File: config.mk
export PLATFORM = sky130hd
export DESIGN_NAME = sha3_msg_padder
export DESIGN_NICKNAME = d
export VERILOG_FILES = /design/src/rtl/sha3_msg_padder.sv
export SDC_FILE = /design/constraint.sdc
export NUM_CORES = 2
export LEC_CHECK = 0
export BUFFER_PORTS_ARGS = -buffer_cell sky130_fd_sc_hd__clkbuf_2
export CAP_MARGIN = 20
export CORE_AREA = 2 2 436 438
export DETAILED_ROUTE_END_ITERATION = 8
export DIE_AREA = 0 0 438 440
export GPL_TIMING_DRIVEN = 0
export PLACE_DENSITY_LB_ADDON = 0.12
export SLEW_MARGIN = 20
export SYNTH_ARGS = -nofsm -noshare
export SYNTH_HDL_FRONTEND = slang
export SYNTH_SLANG_ARGS = --single-unit
File: constraint.sdc
create_clock -name clk -period 2.7 [get_ports clk]
set_input_delay 0.54 -clock clk [delete_from_list [all_inputs] [get_ports clk]]
set_output_delay 0.54 -clock clk [all_outputs]
set_load 0.05 [all_outputs]
File: src/rtl/sha3_msg_padder.sv
// Packs a byte stream into SHA3 rate blocks with pad10*1 + DS byte and feeds the core; blk_valid is registered, one cycle after the issue condition.
// Backpressure: data_ready drops in SEND/DIGEST. SHA3_PADDER_LEN_CNT_EN adds the msg_len byte counter output.
module sha3_msg_padder #(
    parameter int         RATE_BYTES = 136,
    parameter logic [7:0] DS_BYTE    = 8'h06
) (
    input  logic                      clk,
    input  logic                      rst_n,
    input  logic [7:0]                data_in,
    input  logic                      data_valid,
    input  logic                      data_last,
    output logic                      data_ready,
    output logic [8*RATE_BYTES-1:0]   blk,
    output logic                      blk_more,
    output logic                      blk_valid,
    input  logic                      core_hash_next,
    input  logic                      core_out_valid,
    output logic                      busy
`ifdef SHA3_PADDER_LEN_CNT_EN
    ,
    output logic [63:0]               msg_len
`endif
);

    localparam int BLK_W = 8 * RATE_BYTES;
    localparam int CNT_W = $clog2(RATE_BYTES + 1);
    localparam logic [CNT_W-1:0] LAST_IDX = CNT_W'(RATE_BYTES - 1);

    typedef enum logic [1:0] {FILL, SEND, DIGEST} state_t;

    state_t           state;
    logic [CNT_W-1:0] cnt;
    logic             next_more;
    logic             pend_pad;
    logic             core_idle;

    logic             accept;
    logic [BLK_W-1:0] byte_vec;
    logic [BLK_W-1:0] pad_vec;
    logic [BLK_W-1:0] pad_blk;

    function automatic logic [7:0] bit_rev(input logic [7:0] b);
        logic [7:0] r;
        for (int i = 0; i < 8; i++) r[i] = b[7-i];
        return r;
    endfunction

    // Byte k sits at the top of the block, bit-reversed, so the core sees byte bit 0 first.
    function automatic logic [BLK_W-1:0] place(input logic [7:0] b, input logic [CNT_W-1:0] idx);
        logic [BLK_W-1:0] v;
        v = '0;
        v[BLK_W-1 -: 8] = bit_rev(b);
        return v >> {idx, 3'b000};
    endfunction

    always_comb begin
        accept   = data_valid && data_ready;
        byte_vec = place(data_in, cnt);
        pad_vec  = place(DS_BYTE, cnt + 1'b1) | place(8'h80, LAST_IDX);
        pad_blk  = place(DS_BYTE, '0) | place(8'h80, LAST_IDX);
    end

    always_ff @(posedge clk or negedge rst_n) begin
        if (!rst_n) begin
            state      <= FILL;
            cnt        <= '0;
            blk        <= '0;
            blk_valid  <= 1'b0;
            blk_more   <= 1'b0;
            data_ready <= 1'b1;
            busy       <= 1'b0;
            next_more  <= 1'b0;
            pend_pad   <= 1'b0;
            core_idle  <= 1'b1;
`ifdef SHA3_PADDER_LEN_CNT_EN
            msg_len    <= '0;
`endif
        end else begin
            case (state)
                FILL: begin
                    if (accept) begin
                        busy <= 1'b1;
                        cnt  <= cnt + 1'b1;
`ifdef SHA3_PADDER_LEN_CNT_EN
                        msg_len <= busy ? msg_len + 64'd1 : 64'd1;
`endif
                        if (data_last && cnt != LAST_IDX) begin
                            blk        <= blk | byte_vec | pad_vec;
                            next_more  <= 1'b0;
                            state      <= SEND;
                            data_ready <= 1'b0;
                        end else begin
                            blk <= blk | byte_vec;
                            if (cnt == LAST_IDX) begin
                                // A message ending exactly on a block boundary needs a pad-only block.
                                next_more  <= 1'b1;
                                pend_pad   <= data_last;
                                state      <= SEND;
                                data_ready <= 1'b0;
                            end
                        end
                    end
                end
                SEND: begin
                    if (blk_valid) begin
                        blk_valid <= 1'b0;
                        cnt       <= '0;
                        core_idle <= 1'b0;
                        if (!next_more) begin
                            blk   <= '0;
                            state <= DIGEST;
                        end else if (pend_pad) begin
                            blk       <= pad_blk;
                            pend_pad  <= 1'b0;
                            next_more <= 1'b0;
                        end else begin
                            blk        <= '0;
                            state      <= FILL;
                            data_ready <= 1'b1;
                        end
                    end else if (core_idle || core_hash_next) begin
                        blk_valid <= 1'b1;
                        blk_more  <= next_more;
                    end
                end
                DIGEST: begin
                    if (core_out_valid) begin
                        core_idle  <= 1'b1;
                        busy       <= 1'b0;
                        state      <= FILL;
                        data_ready <= 1'b1;
                    end
                end
                default: begin
                    state      <= FILL;
                    data_ready <= 1'b1;
                end
            endcase
        end
    end

endmodule
==> results.md <==
- Slew Viols, Final: 0
- TritonCTS Sinks: 1105
- Max Cap Viol: 0
- FF-to-FF setup slack: 0.04 ns
- Post-synth top area share: 65.6%
- Actual slew at the worst max-slew pin: 1.02 ns
- Top cells by area, synth: dfrtp_1 66%, a21oi_1 11%, nor2_1 8.0%
- DRT antenna net count: 0
- Yosys cell types: 75
- First-pass GRT wire length: 347 mm
- Total number of yosys warnings: 0
- Area Overhead vs Synth: 36.6%
- Seq/Total Area, Yosys: 65.7%
- Crit Path Class: flop to flop
- CTS tree: done
- Final Hold Vio Count: 0
- Post-Syn Area: 42100 µm²
- Root Driver: clkbuf_16
- WP data arrival: 3.37 ns
- Fraction of layout instances using a drive strength above 1: 33.3%
- Port Buffers: 1105
- Cell chain of the critical path: buf_1 > nand2b_1 > nor3_4 > buf_4 > clkbuf_4 > a21oi_1 > o22ai_1
- Layout net count: 5355
- CP peak stage delay: 0.49 ns
- Worst path bufs/invs: 3
- Iter 0 DRT Violations: 3706
- Unrepaired setup endpoints after global routing: yes
- Die Wd: 438 µm
- Syn_area_per_cell: 10.5 µm²
- Max Clock Skew: 0.0501 ns
- Sum Neg Setup Slack: 0 ns
- Critical Path End Type: flop
- Global route total overflow: 0
- TritonCTS Buffers: 136
- GPL Wtd Cong: 0.900
- Area of the core: 189000 µm²
- Die footprint: 193000 µm²
- Ys async rst share: 100%
- Total Wirelength: 261 mm
- Vias in the first global route: 37816
- HPWL Detailed: 197 mm
- Seq cells post-synth: 1105
- EDFF count, synth: 0
- DRC viols: 0
- Longest Clk Path Bufs: 3
- Die H: 440 µm
- Initial antenna violation count: 14
- Status: finished, final reports clean
- CP Launch Type: flop
- Routed len/inst: 32.7 µm
- Htree depth: 4
- CP max FO: 10
- Worst-skew pair later-pin latency: 0.82 ns
- Max-slew headroom: 31.3%
- Synth area leader: dfrtp_1
- Cells after synthesis: 4019
- Maximum clock rate: 377 MHz
- Total GRT Usage: 26.2%
- Drt pass-1 iters: 5
- Period utilization: 98.3%
- Starting density of the core: 22.3%
- Final count of negative-setup-slack endpoints: 0
- Vias per inst: 4.95
- Worst vdd ir: 0.472 mV
- Syn_nets: 4038
- Worst setup margin: 0.0449 ns
- Top-level port count: 1106
- Routed vias: 39372
- Dominant synthesized flop cell: dfrtp_1
- Pre-CTS setup slack: -0.965 ns
- Leak: 29.6 nW
- Final min period: 2.66 ns
- Largest net degree at the start of global routing: 83
- CP Data Required Time: 3.41 ns
- Slowest-stage cell, CP: dfrtp_2
- Row Count: 160
- Reg clk slew, reported paths: 0.06 ns
- Power density over the cells: 823 nW/µm²
- HP Class: input port to flop
- Fill cell count: 20110
- Largest delay share family, worst path: buffers and inverters
-- cells in the final DEF (no fill, tap or decap), drive strengths merged, types with 3 or more instances in the layout --
cell type,synthesis,final
a21oi,938,938
a22o,7,7
a21o,15,15
and2,5,5
nor2b,5,5
o22ai,213,213
o2bb2ai,8,8
mux2,4,4
nand3,25,25
and3b,3,3
inv,7,13
clkbuf,195,1507
a31oi,147,147
nor2,909,909
nand2,59,59
a211oi,3,3
o32ai,28,28
o21ai,26,26
buf,190,260
o211ai,10,10
a31o,7,7
ha,5,5
clkinv,0,26
nand4,5,5
nand3b,3,3
and3,7,7
or2,5,5
dfrtp,1103,1103
diode,0,7
nor3,19,19
nand2b,21,21
o31ai,12,12
a21boi,3,3
-- layer usage --
| layer | routed length (µm) | track usage [%] |
|---|---|---|
| met5 | 35 | 0 |
| met4 | 16600 | 14.7 |
| met3 | 18100 | 6.25 |
| met2 | 120000 | 41.1 |
| met1 | 106000 | 33.0 |
-- final timing paths --
| path | depth (start not counted) | to | from |
|---|---|---|---|
| worst max-delay path | 7 | blk[574] | cnt[0] |
| worst max register to register | 7 | blk[574] | cnt[0] |
| min in group asynchronous | 3 | blk[413] | rst_n |
| worst min-delay path | 3 | blk[0] | data_last |
| worst min register to register | 2 | blk[442] | blk[442] |
| max in group asynchronous | 7 | blk[162] | rst_n |
-- cell type report --
| cell class | instances | area [µm²] | area share (%) |
|---|---|---|---|
| flip-flops and latches | 1105 | 27700 | 48.1 |
| repair buffers | 1186 | 6770 | 11.8 |
| multi-input cells | 2522 | 13200 | 23.0 |
| diodes | 7 | 17.5 | 0.0305 |
| plain buffers | 378 | 2030 | 3.53 |
| clock inverters | 36 | 459 | 0.799 |
| inverters | 7 | 26.3 | 0.0457 |
| clock buffers | 207 | 4110 | 7.16 |
| well taps | 2511 | 3140 | 5.47 |
-- timing repair --
item                                    4_1_cts  5_1_grt
endpoints found under the setup margin     1035      553
hold endpoints to repair                     61        0
hold buffers                                  3        0
buffers inserted                             21       18
pin swaps                                    13       10
gates resized for setup                     177      119
-- cell usage after synthesis, types with 7 or more instances --
master,n
dfrtp_1,1103
clkbuf_1,190
buf_4,13
a31o_2,7
o32ai_1,28
nor2_2,16
buf_1,17
nand3_1,24
a21oi_1,937
a21o_1,15
and3_1,7
buf_6,7
buf_2,153
a22o_1,7
inv_1,7
o31ai_1,12
nand2_1,59
a31oi_1,147
o2bb2ai_1,8
o22ai_1,210
nor2_1,891
nor3_1,11
nand2b_1,21
o21ai_0,22
-- stage by stage --
step | power [mW] | hold WS, ns | instances | utilization (%) | area [µm²]
finish | 47.3 | 0.137 | 7959 | 30.5 | 57500
global route | 48.8 | 0.0817 | 7955 | 30.5 | 57400
CTS | 47.6 | 0.0440 | 7937 | 30.2 | 56900
detailed placement | 28.5 | 0.482 | 7674 | 27.4 | 51600
global placement | 28.4 | 0.474 | 7635 | 26.9 | 50700
floorplan | 23.9 | 0.244 | 4019 | - | 42100
-- registers in the layout, indices dropped and copies added (netlist names) --
name and count:
state 2, blk_valid 1, blk_more 1, cnt 8, data_ready 1, pend_pad 1, blk 1088, busy 1
next_more 1, core_idle 1
-- cells by family after synthesis --
group,count (synthesis),share of synthesized area (%)
and+or+nand+nor,1078,10.5
buffers and inverters,392,4.24
DFF,1105,65.7
muxes,4,0.116
xor gates and xnor gates,4,0.0833
adders and majority gates,5,0.149
AOI/OAI and AO/OA,1431,19.1
-- power by group --
group          internal [mW]  switching, mW  leakage [nW]  total [mW]
clock network           10.8           8.05          2.25        18.9
logic                   1.77           8.67          12.0        10.4
registers               17.4          0.581          15.4        18.0
total                   30.0           17.3          29.6        47.3
-- worst register-to-register path, cell delays in order (launching register included) --
cell      delay, ns
dfrtp_2        0.49
buf_1          0.26
nand2b_1       0.34
nor3_4         0.47
buf_4          0.32
clkbuf_4       0.40
a21oi_1        0.13
o22ai_1        0.16
No activity file was read; power rests on OpenSTA's default activity.
